**src/rtl/uart_rx_frame_ctrl_if.sv**
```systemverilog
// rtl/uart_rx_frame_ctrl_if.sv - serial line, frame configuration and frame report bundle
interface uart_rx_frame_ctrl_if #(
    parameter int DATA_WIDTH  = 8,
    parameter int PRESC_WIDTH = 6,
    parameter int DL_W        = $clog2(DATA_WIDTH + 1)
);
    logic                   RX_IN;
    logic [PRESC_WIDTH-1:0] prescale;
    logic [DL_W-1:0]        data_len;
    logic                   PAR_EN;
    logic                   PAR_TYP;
    logic                   STOP2;
    logic [DATA_WIDTH-1:0]  P_DATA;
    logic                   Data_Valid;
    logic                   par_err;
    logic                   stp_err;
    logic                   busy;

    modport master (
        output RX_IN, prescale, data_len, PAR_EN, PAR_TYP, STOP2,
        input  P_DATA, Data_Valid, par_err, stp_err, busy
    );

    modport slave (
        input  RX_IN, prescale, data_len, PAR_EN, PAR_TYP, STOP2,
        output P_DATA, Data_Valid, par_err, stp_err, busy
    );
endinterface

```
**src/rtl/uart_rx_frame_ctrl.sv**
```systemverilog
// rtl/uart_rx_frame_ctrl.sv - oversampled UART receiver with majority vote, parity/stop check
// Frames end at half+2 of the last stop bit so a following start bit may arrive early.
module uart_rx_frame_ctrl #(
    parameter int  DATA_WIDTH  = 8,
    parameter int  PRESC_WIDTH = 6,
    localparam int DL_W        = $clog2(DATA_WIDTH + 1)
) (
    input logic                 CLK,
    input logic                 RST,
    uart_rx_frame_ctrl_if.slave bus
);
    typedef enum logic [2:0] {S_IDLE, S_START, S_DATA, S_PARITY, S_STOP1, S_STOP2} state_t;

    state_t                 r_state;
    state_t                 w_next;
    logic [PRESC_WIDTH-1:0] r_edge_cnt;
    logic [PRESC_WIDTH-1:0] r_presc;
    logic [DL_W-1:0]        r_bit_cnt;
    logic [DL_W-1:0]        r_len;
    logic [DL_W-1:0]        w_len_clamped;
    logic                   r_par_en;
    logic                   r_par_typ;
    logic                   r_stop2;
    logic [DATA_WIDTH-1:0]  r_data;
    logic [DATA_WIDTH-1:0]  r_p_data;
    logic                   r_par;
    logic                   r_pe;
    logic                   r_se;
    logic                   r_s0;
    logic                   r_s1;
    logic                   r_valid;
    logic                   r_par_err;
    logic                   r_stp_err;
    logic [PRESC_WIDTH-1:0] w_half;
    logic                   w_at_s0;
    logic                   w_at_s1;
    logic                   w_at_vote;
    logic                   w_at_end;
    logic                   w_at_last;
    logic                   w_voted;
    logic                   w_last_bit;
    logic                   w_start;
    logic                   w_frame_end;

    assign w_half     = r_presc >> 1;
    assign w_at_s0    = (r_edge_cnt == w_half - PRESC_WIDTH'(1));
    assign w_at_s1    = (r_edge_cnt == w_half);
    assign w_at_vote  = (r_edge_cnt == w_half + PRESC_WIDTH'(1));
    assign w_at_end   = (r_edge_cnt == w_half + PRESC_WIDTH'(2));
    assign w_at_last  = (r_edge_cnt == r_presc - PRESC_WIDTH'(1));
    assign w_voted    = (r_s0 & r_s1) | (r_s0 & bus.RX_IN) | (r_s1 & bus.RX_IN);
    assign w_last_bit = (r_bit_cnt == r_len - DL_W'(1));

    always_comb begin
        w_len_clamped = bus.data_len;
        if (bus.data_len < DL_W'(5))
            w_len_clamped = DL_W'(5);
        else if (bus.data_len > DL_W'(DATA_WIDTH))
            w_len_clamped = DL_W'(DATA_WIDTH);
    end

    always_ff @(posedge CLK or posedge RST) begin
        if (RST)
            r_state <= S_IDLE;
        else
            r_state <= w_next;
    end

    always_comb begin
        w_next      = r_state;
        w_start     = 1'b0;
        w_frame_end = 1'b0;
        case (r_state)
            S_IDLE: begin
                if (!bus.RX_IN) begin
                    w_next  = S_START;
                    w_start = 1'b1;
                end
            end
            S_START: begin
                if (w_at_vote && w_voted)
                    w_next = S_IDLE;
                else if (w_at_last)
                    w_next = S_DATA;
            end
            S_DATA: begin
                if (w_at_last && w_last_bit)
                    w_next = r_par_en ? S_PARITY : S_STOP1;
            end
            S_PARITY: begin
                if (w_at_last)
                    w_next = S_STOP1;
            end
            S_STOP1: begin
                if (r_stop2) begin
                    if (w_at_last)
                        w_next = S_STOP2;
                end else if (w_at_end) begin
                    w_next      = S_IDLE;
                    w_frame_end = 1'b1;
                end
            end
            S_STOP2: begin
                if (w_at_end) begin
                    w_next      = S_IDLE;
                    w_frame_end = 1'b1;
                end
            end
            default: w_next = S_IDLE;
        endcase
    end

    always_ff @(posedge CLK or posedge RST) begin
        if (RST) begin
            r_edge_cnt <= '0;
            r_presc    <= '0;
            r_bit_cnt  <= '0;
            r_len      <= '0;
            r_par_en   <= 1'b0;
            r_par_typ  <= 1'b0;
            r_stop2    <= 1'b0;
            r_data     <= '0;
            r_p_data   <= '0;
            r_par      <= 1'b0;
            r_pe       <= 1'b0;
            r_se       <= 1'b0;
            r_s0       <= 1'b0;
            r_s1       <= 1'b0;
            r_valid    <= 1'b0;
            r_par_err  <= 1'b0;
            r_stp_err  <= 1'b0;
        end else begin
            r_valid   <= 1'b0;
            r_par_err <= 1'b0;
            r_stp_err <= 1'b0;

            // Detection cycle is edge 0 of the start bit.
            if (w_start)
                r_edge_cnt <= PRESC_WIDTH'(1);
            else if (r_state == S_IDLE || w_next == S_IDLE || w_at_last)
                r_edge_cnt <= '0;
            else
                r_edge_cnt <= r_edge_cnt + PRESC_WIDTH'(1);

            if (r_state == S_DATA) begin
                if (w_at_last && !w_last_bit)
                    r_bit_cnt <= r_bit_cnt + DL_W'(1);
            end else begin
                r_bit_cnt <= '0;
            end

            if (r_state != S_IDLE) begin
                if (w_at_s0)
                    r_s0 <= bus.RX_IN;
                if (w_at_s1)
                    r_s1 <= bus.RX_IN;
            end

            if (w_start) begin
                r_presc   <= bus.prescale;
                r_len     <= w_len_clamped;
                r_par_en  <= bus.PAR_EN;
                r_par_typ <= bus.PAR_TYP;
                r_stop2   <= bus.STOP2;
                r_data    <= '0;
                r_par     <= 1'b0;
                r_pe      <= 1'b0;
                r_se      <= 1'b0;
            end

            if (w_at_vote) begin
                case (r_state)
                    S_DATA: begin
                        for (int i = 0; i < DATA_WIDTH; i++)
                            if (r_bit_cnt == DL_W'(i))
                                r_data[i] <= w_voted;
                        r_par <= r_par ^ w_voted;
                    end
                    S_PARITY: r_pe <= r_par ^ w_voted ^ r_par_typ;
                    S_STOP1, S_STOP2: begin
                        if (!w_voted)
                            r_se <= 1'b1;
                    end
                    default: ;
                endcase
            end

            if (w_frame_end) begin
                if (!r_pe && !r_se) begin
                    r_valid  <= 1'b1;
                    r_p_data <= r_data;
                end else begin
                    r_par_err <= r_pe;
                    r_stp_err <= r_se;
                end
            end
        end
    end

    assign bus.P_DATA     = r_p_data;
    assign bus.Data_Valid = r_valid;
    assign bus.par_err    = r_par_err;
    assign bus.stp_err    = r_stp_err;
    assign bus.busy       = (r_state != S_IDLE);
endmodule

```
**src/flat_wrapper.sv**
```systemverilog
// flat-port wrapper written by rule: the top's interface ports become plain ports
module uart_rx_frame_ctrl_flat 
#(
    parameter int  DATA_WIDTH  = 8,
    parameter int  PRESC_WIDTH = 6,
    localparam int DL_W        = $clog2(DATA_WIDTH + 1)
)
  (CLK, RST, bus_RX_IN, bus_prescale, bus_data_len, bus_PAR_EN, bus_PAR_TYP, bus_STOP2, bus_P_DATA, bus_Data_Valid, bus_par_err, bus_stp_err, bus_busy);
  uart_rx_frame_ctrl_if #(.DATA_WIDTH(DATA_WIDTH), .PRESC_WIDTH(PRESC_WIDTH)) bus_i ();
  input logic CLK;
  input logic RST;
  input wire logic [$bits(bus_i.RX_IN)-1:0] bus_RX_IN;
  input wire logic [$bits(bus_i.prescale)-1:0] bus_prescale;
  input wire logic [$bits(bus_i.data_len)-1:0] bus_data_len;
  input wire logic [$bits(bus_i.PAR_EN)-1:0] bus_PAR_EN;
  input wire logic [$bits(bus_i.PAR_TYP)-1:0] bus_PAR_TYP;
  input wire logic [$bits(bus_i.STOP2)-1:0] bus_STOP2;
  output wire logic [$bits(bus_i.P_DATA)-1:0] bus_P_DATA;
  output wire logic [$bits(bus_i.Data_Valid)-1:0] bus_Data_Valid;
  output wire logic [$bits(bus_i.par_err)-1:0] bus_par_err;
  output wire logic [$bits(bus_i.stp_err)-1:0] bus_stp_err;
  output wire logic [$bits(bus_i.busy)-1:0] bus_busy;
  assign bus_i.RX_IN = bus_RX_IN;
  assign bus_i.prescale = bus_prescale;
  assign bus_i.data_len = bus_data_len;
  assign bus_i.PAR_EN = bus_PAR_EN;
  assign bus_i.PAR_TYP = bus_PAR_TYP;
  assign bus_i.STOP2 = bus_STOP2;
  assign bus_P_DATA = bus_i.P_DATA;
  assign bus_Data_Valid = bus_i.Data_Valid;
  assign bus_par_err = bus_i.par_err;
  assign bus_stp_err = bus_i.stp_err;
  assign bus_busy = bus_i.busy;
  uart_rx_frame_ctrl #(.DATA_WIDTH(DATA_WIDTH), .PRESC_WIDTH(PRESC_WIDTH)) u_core (.CLK(CLK), .RST(RST), .bus(bus_i));
endmodule
```
**config.mk**
```make
export PLATFORM = sky130hd
export DESIGN_NAME = uart_rx_frame_ctrl_flat
export DESIGN_NICKNAME = d
export VERILOG_FILES = /design/src/rtl/uart_rx_frame_ctrl_if.sv /design/src/rtl/uart_rx_frame_ctrl.sv /design/src/flat_wrapper.sv
export SDC_FILE = /design/constraint.sdc
export NUM_CORES = 1
export LEC_CHECK = 0
export ABC_AREA = 1
export CAP_MARGIN = 20
export CORE_MARGIN = 2
export CORE_UTILIZATION = 52
export DETAILED_ROUTE_END_ITERATION = 10
export PLACE_DENSITY_LB_ADDON = 0.2
export SETUP_SLACK_MARGIN = 0.4
export SLEW_MARGIN = 30
export SYNTH_ARGS = -nofsm -noshare
export SYNTH_HDL_FRONTEND = slang
export SYNTH_SLANG_ARGS = --single-unit
export TNS_END_PERCENT = 5
```
**constraint.sdc**
```tcl
create_clock -name CLK -period 1.96 [get_ports CLK]
set_input_delay 0.392 -clock CLK [delete_from_list [all_inputs] [get_ports CLK]]
set_output_delay 0.392 -clock CLK [all_outputs]
set_load 0.05 [all_outputs]
```
# Word level (Yosys, flattened, before mapping)
# Index checks and enable logic that the tools add are counted.
word_totals:
  output_inout_bits: 12
  ff_bits: 50
op_classes:
  bitwise_logic: 7
  muxes: 48
  n_eq_ne: 19
  n_addsub: 7
  order_cmp: 2
  reduce_logical: 17
op_table:
  columns: ["cell", "count"]
  rows:
  - ["$mux W1", 28]
  - ["$mux W3", 9]
  - ["$eq A6 B6 Y1", 4]
  - ["$mux W8", 3]
  - ["$pmux W3 S6", 1]
  - ["$eq A4 B3 Y1 const B", 4]
  - ["$mux W4", 4]
  - ["$mux W6", 2]
  - ["$eq A4 B2 Y1 const B", 2]
  - ["$add A5 B1 Y6 const B", 1]
  - ["$add A5 B2 Y6 const B", 1]
  - ["$add A6 B1 Y6 const B", 1]
  - ["$eq A3 B2 Y1 const B", 2]
  - ["$eq A3 B3 Y1 const B", 2]
  - ["$eq A6 B5 Y1", 1]
  - ["$logic_not A3 Y1", 2]
  - ["$reduce_and A2 Y1", 3]
  - ["$sub A5 B1 Y6 const B", 1]
  - ["$sub A6 B1 Y6 const B", 1]
  - ["$add A4 B1 Y4 const B", 1]
  - ["$eq A4 B1 Y1 const B", 1]
  - ["$eq A4 B4 Y1", 1]
  - ["$gt A4 B4 Y1 const B", 1]
  - ["$logic_and A1 B1 Y1", 4]
  - ["13 further kinds", 20]

# Logic depth before layout (Yosys ltp)
# Gate-level depths: netlist (run 1).
logic_depth:
  ltp_word: 11
  ltp_mapped: 18

# Worst setup path after synthesis (run 1)
# Ideal clock, no wire load.
synth_path:
  path_kind: "reg2reg"
  start: "register u_core.r_presc[3]"
  end: "register u_core.r_p_data[0], in the netlist u_core.bus.P_DATA[0]"
  t_arrival_ns: 1.968
  path_slack_ns: -0.132
  path_stages_with_launch: 10
  cell_sequence: "dfrtp_1 -> buf_4 -> inv_2 -> ha_1 -> xnor2_1 -> nand3_1 -> nor2_1 -> nand3_2 -> nor3_4 -> mux2_2"
synth_via:
  elab_chain_len: 6
synth_rtl:
  columns: ["item", "line_no", "source"]
  rows:
  - ["from (decl)", "uart_rx_frame_ctrl.sv:17", "logic [PRESC_WIDTH-1:0] r_presc;"]
  - ["from (signal assigned)", "uart_rx_frame_ctrl.sv:160", "r_presc <= bus.prescale;"]
  - ["$add A5 B2 Y6 (*)", "uart_rx_frame_ctrl.sv:49", "assign w_at_end = (r_edge_cnt == w_half + PRESC_WIDTH'(2));"]
  - ["$eq A6 B6 Y1 (*)", "uart_rx_frame_ctrl.sv:49", null]
  - ["$mux W1 (*)", "uart_rx_frame_ctrl.sv:98, uart_rx_frame_ctrl.sv:104", null]
  - ["$mux W1", "uart_rx_frame_ctrl.sv:95", "if (r_stop2) begin"]
  - ["$pmux W1 S2 (*)", "uart_rx_frame_ctrl.sv:73", "case (r_state)"]
  - ["$reduce_and A2 Y1 (no source line) (*)", null, null]
  - ["to (signal assigned)", "uart_rx_frame_ctrl.sv:191", "r_p_data <= r_data;"]
  - ["to (decl)", "uart_rx_frame_ctrl.sv:25", "logic [DATA_WIDTH-1:0] r_p_data;"]
# Every way passes the cells marked *; elsewhere a longest branch is shown, timed or not.
# A chain may end at the register's enable or synchronous reset.

# Worst setup path in the final report (run 1)
layout_path:
  start: "register u_core.r_presc[1]"
  end: "register u_core.r_edge_cnt[5]"
layout_via:
  elab_chain_len: 10
  elab_cells_between_ends: 21
  cone_classes: "add/sub: 3; eq/ne: 3; mux: 10; reduce/logical: 5"
layout_rtl:
  columns: ["item", "line_no", "source"]
  rows:
  - ["$sub A6 B1 Y6 (tied with other cells)", "uart_rx_frame_ctrl.sv:50", "assign w_at_last = (r_edge_cnt == r_presc - PRESC_WIDTH'(1));"]
  - ["$eq A6 B6 Y1 (on tied branches)", "uart_rx_frame_ctrl.sv:50, uart_rx_frame_ctrl.sv:48, uart_rx_frame_ctrl.sv:49", null]
  - ["$mux W3 (tied with other cells)", "uart_rx_frame_ctrl.sv:96", "if (w_at_last)"]
  - ["$mux W3 (on tied branches)", "uart_rx_frame_ctrl.sv:95, uart_rx_frame_ctrl.sv:81, uart_rx_frame_ctrl.sv:87", null]
  - ["$pmux W3 S6 (*)", "uart_rx_frame_ctrl.sv:73", null]
  - ["via u_core.w_next[2]", "uart_rx_frame_ctrl.sv:15", "state_t w_next;"]
  - ["$logic_not A3 Y1 (*)", "uart_rx_frame_ctrl.sv:140", "else if (r_state == S_IDLE || w_next == S_IDLE || w_at_last)"]
  - ["$logic_or A1 B1 Y1 (*) (2 in a row)", "uart_rx_frame_ctrl.sv:140", null]
  - ["$mux W6 (*)", "uart_rx_frame_ctrl.sv:140", null]
  - ["$mux W6 (*)", "uart_rx_frame_ctrl.sv:138", "if (w_start)"]
  - ["to (signal assigned)", "uart_rx_frame_ctrl.sv:143", "r_edge_cnt <= r_edge_cnt + PRESC_WIDTH'(1);"]
  - ["to (decl)", "uart_rx_frame_ctrl.sv:16", "logic [PRESC_WIDTH-1:0] r_edge_cnt;"]
# Mark *: on every way through the listed nets, which the timed path passes. The rest lies on a longest branch.

==> results_dict.tcl, run 1 <==
set metrics [dict create \
    outcome "finished, violations left" \
    violations "setup timing" \
    power_density_nw_per_um2 1500 \
    wl_per_cell_um 13.7 \
    cts_buffers 5 \
    async_flop_share_pct 100 \
    drv_slew 0 \
    synth.distinct_cells 35 \
    rsz0062_at_grt "true" \
    worst-endpoint-arrival_ps 2440 \
    crit_path_top_delay_cell "dfrtp_1" \
    vias 3157 \
    finClkSkew_ps 10.8 \
    cts_tree "yes" \
    clock_sinks 50 \
    cts_buffer_depth 2 \
    synth_area_um2 3180 \
    nFillCells 433 \
    crit_path_end_kind "flip-flop" \
    dp_slack_ps -231 \
    synth-seq-area-share_pct 39.3 \
    power.leakage_nw 2.09 \
    synth.top_cell.area_share_pct 39.3 \
    ioPinCount 28 \
    dieArea_um2 6760 \
    cp_top_family "simple AND/OR/NAND/NOR gates" \
    overflow 0 \
    antenna_found_initial 0 \
    path_max_fanout 6 \
    setup-violations-final 26 \
    cts_root_buf "clkbuf_8" \
    maxCapViolCount 0 \
    final_nets 544 \
    max-slew-margin-rel_pct 73.6 \
    routabilityCongestion 0.940 \
    grt_pass1_wl_um 12600 \
    yosys_warnings 0 \
    die_width_um 82.2 \
    seqCellArea_um2 1250 \
    antenna_cells 0 \
    syn_nets 464 \
    syn_to_final_growth_pct 36.4 \
    yosysTopAreaCell "dfrtp_1" \
    io_buffers 27 \
    worst_skew_pair.late_latency_ps 320 \
    crit_type "flip-flop to flip-flop" \
    drt-total-wl_um 8120 \
    worstPathRequired_ps 2210 \
    grtUsageTotal_pct 24.3 \
    setup-tns-final_ps -3060 \
    multiInputGateArea_um2 1960 \
    drt_iter0_markers 380 \
    synthTopCellsByArea "dfrtp_1 (39%), nand2_1 (16%), inv_1 (6.3%), nand3_1 (6.0%), ha_1 (5.1%)" \
    ant_nets 0 \
    syn_area_per_cell_um2 7.32 \
    min_period_over_period_pct 112 \
    worstMarginPinSlew_ps 393 \
    drc_errors 0 \
    core_um2 5920 \
    die_h_um 82.2 \
    period_minus_slack_ps 2200 \
    clk_pin_slew_ps 100 \
    cts.htree.levels 2 \
    grt_pass1_vias 2762 \
    hold_viol 0 \
    synth_edf_count 0 \
    layout_setup_ws_ps -235 \
    cpPeakStageDelay_ps 440 \
    dp_hpwl_um 5720 \
    hold_path.class "input port to async pin" \
    via_per_inst 5.34 \
    grt_max_degree 51 \
    final_layout_size_suffix_gt1_share_pct 30.2 \
    finalPower_mw 6.49 \
    cts_hold_buf 0 \
    crit_chain "inv_4, ha_4, inv_2, nand2_2, nand2_4, inv_2, nand2_2, nand2_2, nand2_2, nor2_4, nand3_2, nor2_2, nor2_2, nor2_2, nor2_1, nand2_2, nand2_4, nor2_2" \
    critPathLaunchType "flip-flop" \
    vdd_drop_max_mv 0.791 \
    fmax_ghz 0.456 \
    rows 28 \
    firstDrtPassIters 5 \
    path_buf_inv 3 \
    ys_ff_latch 50 \
    synthCells 435 \
    cp_common_cell "nand2_2" \
    initial_core_util_pct 53.8 \
    ys.flop_type "dfrtp_1" \
]
## cells in the mapped netlist, types with 2 or more instances
library cell / count
nand3b_1: 2
nand4_1: 5
nand2_2: 2
a21oi_1: 12
nand3_1: 38
inv_2: 4
mux2_2: 8
clkbuf_1: 3
buf_4: 4
xor2_1: 5
nand2_1: 137
nor2_2: 3
dfrtp_1: 50
nor3_1: 10
xnor2_1: 9
ha_1: 13
o21ai_0: 18
mux2i_1: 4
nor2_1: 40
inv_1: 53
## sequential cells by signal, indices dropped and copies added (netlist names)
signal and cells:
u_core.r_s0 1, u_core.bus.Data_Valid 1, u_core.r_s1 1, u_core.bus.stp_err 1, u_core.r_par_en 1, u_core.r_par 1, u_core.r_presc 6, u_core.r_pe 1
u_core.r_par_typ 1, u_core.r_stop2 1, u_core.r_len 4, u_core.r_state 3, u_core.bus.par_err 1, u_core.r_se 1, u_core.r_edge_cnt 6, u_core.r_bit_cnt 4
u_core.bus.P_DATA 8, u_core.r_data 8
## layout make-up
cell class	instances	share of cell area (%)
tap	75	2.16
multi-input combinational	321	45.2
clock buffer	5	1.59
sequential	50	28.9
clock inverter	3	0.663
inverter	57	5.22
timing repair buffer	80	16.3
## stage by stage
stage	utilization [%]	instance area, um^2	hold slack (ps)	instances
floorplan	-	3210	461	435
global placement	65.7	3890	480	573
detailed placement	65.7	3890	491	573
CTS	69.2	4100	443	582
global route	73.3	4340	443	591
finish	73.3	4340	416	591
## cells by family after synthesis
logic type	synth area share (%)
and+or+nand+nor	33.1
xor gates and xnor gates	3.85
muxes	4.09
adders and majority gates	5.11
AOI/OAI and AO/OA	6.53
buffers and inverters	8.02
DFF	39.3
## worst min-delay path, cell delays in order
cell,delay [ps]
clkdlybuf4s50_1,410
inv_2,70
buf_12,250
## per-layer routing
layer  vias up  GRT usage (%)  routed length (um)
li1       1550              -                   -
met5         -              0                   0
met3        23           4.57                 501
met2       115           39.7                3780
met1      1469           33.2                3700
met4         0           6.00                 137
## worst paths after layout
path | from | endpoint | slack (ps) | cells past startpoint
max in group asynchronous | RST | u_core.r_state[1]$_DFF_PP0_ | 1280 | 3
max reg2reg | u_core.r_presc[1]$_DFFE_PP0P_ | u_core.r_edge_cnt[5]$_DFF_PP0_ | -240 | 18
min reg2reg | u_core.r_par_typ$_DFFE_PP0P_ | u_core.r_par_typ$_DFFE_PP0P_ | 510 | 2
min in group CLK | u_core.r_par_typ$_DFFE_PP0P_ | u_core.r_par_typ$_DFFE_PP0P_ | 510 | 2
max | u_core.r_presc[1]$_DFFE_PP0P_ | u_core.r_edge_cnt[5]$_DFF_PP0_ | -240 | 18
min | RST | u_core.r_presc[5]$_DFFE_PP0P_ | 420 | 3
## where the power goes
part,total [mW],internal (mW),switching [mW]
Sequential,1.60,1.30,0.302
Combinational,4.22,1.83,2.39
Clock,0.671,0.268,0.403
Total,6.49,3.39,3.10
## placed cells by master, fill, tap and decap left out, types with 7 or more instances in the layout
cell type          n
nor2_2            13
a21oi_1           11
clkdlybuf4s15_2    8
buf_4             49
nand3_1           32
o21ai_0           18
nor2_1            26
mux2_4             7
inv_1             44
ha_1               7
nand2_2           13
xnor2_1            8
dfrtp_1           47
inv_2              9
clkdlybuf4s50_1   15
nand2_1          123
## what timing repair did
| item | in CTS | in global routing |
|---|---|---|
| pin swaps | 3 | 32 |
| buffers inserted | 1 | 9 |
| endpoints found under the hold margin | 0 | 0 |
| gates cloned | 0 | 0 |
| resized for setup | 53 | 62 |
| endpoints found under the setup margin | 55 | 47 |
(Power assumes the default switching activity.)
==> run 2: changes to the inputs <==
- SETUP_SLACK_MARGIN: 0.4 -> 0.2
==> run 2 against run 1 <==
Compared with the run above:
- the run still ends with setup timing left
- global-route usage grew 0.98 points
- flip-flop and latch count is the same
- worst setup slack gained 28 ps
- final cell count shrank 0.17%
- non-clock buffer count shrank 1
- critical path type unchanged
- highest routed layer unchanged
==> results_dict.tcl, run 2 (synthesis results as in run 1) <==
set metrics [dict create \
    outcome "finished, violations left" \
    violations "setup timing" \
    layout_commonest_cell "nand2_1" \
    setup-tns-final_ps -2710 \
    worstPathRequired_ps 2160 \
    hold_path.class "input port to async pin" \
    die_h_um 82.2 \
    max-slew-margin-rel_pct 67.0 \
    ant_nets 0 \
    place_area_um2 3860 \
    finClkSkew_ps 11.1 \
    critPathLaunchType "flip-flop" \
    regToRegStartpoint "u_core.r_presc[2]$_DFFE_PP0P_" \
    period_minus_slack_ps 2170 \
    setup-violations-final 24 \
    cts_buffer_depth 2 \
    r2r_setup_slack_ps -210 \
    final_area_um2 4340 \
    ff2ff_path_depth 15 \
    cts.htree.levels 2 \
    vias 3085 \
    cts_buffers 5 \
    antenna_found_initial 0 \
    grt_pass1_wl_um 13100 \
    placed_cells 572 \
    drt_iter0_markers 276 \
    hold_slack_ps 440 \
    ioPinCount 28 \
    setup.worst_path.end "u_core.r_edge_cnt[2]$_DFF_PP0_" \
    min_period_over_period_pct 111 \
    cpPeakStageDelay_ps 450 \
    vdd_drop_max_mv 1.06 \
    final_layout_size_suffix_gt1_share_pct 28.0 \
    die_width_um 82.2 \
    rows 28 \
    worst-endpoint-arrival_ps 2370 \
    drc_errors 0 \
    final_nets 543 \
    crit_type "flip-flop to flip-flop" \
    crit_chain "clkinv_4, ha_4, inv_2, nand2_2, nand2_2, nor2_1, nand3_1, nor2_4, nand4_1, nand2_1, a21oi_2, nor2_2, nand2_2, nand2_4, nor2_2" \
    path_max_fanout 6 \
    cp_common_cell "nand2_2" \
    clk_pin_slew_ps 110 \
    crit_path_end_kind "flip-flop" \
    routabilityCongestion 0.942 \
    io_buffers 27 \
    nFillCells 476 \
    worstMarginPinSlew_ps 497 \
    dp_hpwl_um 6100 \
    rsz0062_at_grt "true" \
    core_um2 5920 \
    grt_pass1_vias 2829 \
    utilization_pct 73.2 \
    power_density_nw_per_um2 1500 \
    grt_max_degree 33 \
    drt-total-wl_um 8460 \
    clock_sinks 50 \
    syn_to_final_growth_pct 36.2 \
    drv_slew 0 \
    crit_path_start "u_core.r_presc[2]$_DFFE_PP0P_" \
    maxCapViolCount 0 \
    overflow 0 \
    worst_skew_pair.late_latency_ps 310 \
    layout_setup_ws_ps -207 \
    fmax_ghz 0.461 \
    crit_path_top_delay_cell "dfrtp_2" \
    cts_root_buf "clkbuf_8" \
    cts_tree "yes" \
    initial_core_util_pct 53.8 \
    via_per_inst 5.23 \
    grtUsageTotal_pct 25.3 \
    dp_slack_ps -246 \
    antenna_cells 0 \
    layout_common_cells "nand2_1 (121), dfrtp_1 (48), buf_4 (47)" \
    dieArea_um2 6760 \
    hold_viol 0 \
    stdcell_count 590 \
    power.leakage_nw 2.14 \
    wl_per_cell_um 14.3 \
    firstDrtPassIters 5 \
    finalPower_mw 6.51 \
    r2r_end "u_core.r_edge_cnt[2]$_DFF_PP0_" \
]
## run 2: cell types whose count changed in the layout (fill, tap and decap cells not counted), sizes merged
| cell | previous run | this run |
|---|---|---|
| clkbuf | 8 | 5 |
| clkinv | 1 | 3 |
| inv | 59 | 57 |
| clkdlybuf4s15 | 8 | 0 |
| dlygate4sd2 | 0 | 11 |
| buf | 54 | 53 |
## run 2: worst min path at each step
stage	from	endpoint	slack, ps
4_1_cts	RST	u_core.bus.par_err$_DFF_PP0_	450
3_3_place_gp	u_core.r_data[2]$_DFF_PP0_	u_core.bus.P_DATA[2]$_DFFE_PP0P_	490
6_report	RST	u_core.r_presc[5]$_DFFE_PP0P_	440
3_5_place_dp	u_core.r_data[1]$_DFF_PP0_	u_core.bus.P_DATA[1]$_DFFE_PP0P_	500
5_1_grt	RST	u_core.bus.par_err$_DFF_PP0_	460
2_1_floorplan	u_core.r_par_typ$_DFFE_PP0P_	u_core.r_par_typ$_DFFE_PP0P_	460
## run 2: area by class of cell
| type | instances | area, um^2 | area share [%] |
|---|---|---|---|
| inverter | 57 | 224 | 5.17 |
| tap | 75 | 93.8 | 2.16 |
| timing repair buffer | 79 | 693 | 16.0 |
| multi-input combinational | 321 | 1970 | 45.5 |
| clock buffer | 5 | 68.8 | 1.59 |
| clock inverter | 3 | 28.8 | 0.664 |
| sequential | 50 | 1250 | 28.9 |
## run 2: routing by layer
metal / routed length, um / vias to the layer above / track usage [%]
li1: - / 1533 / -
met1: 3890 / 1440 / 36.0
met2: 3940 / 99 / 40.9
met3: 534 / 13 / 4.24
met4: 92 / 0 / 4.33
met5: 0 / - / 0
## run 2: worst max-delay path: cells and delay by family, from the launching register on
family | cells | cell delay, ps
flops | 1 | 450
compound gates | 1 | 80
simple gates | 11 | 1070
buf+inv | 2 | 150
fa+ha+maj | 1 | 290
## run 2: timing repair
action,4_1_cts,5_1_grt
pin swaps,6,29
resized for setup,38,60
hold buffers,0,0
buffers inserted,5,5
endpoints found under the setup margin,45,41
## run 2: where the power goes
group	switching [mW]	internal (mW)	total, mW
registers	0.292	1.29	1.59
clock network	0.398	0.266	0.664
logic	2.40	1.85	4.26
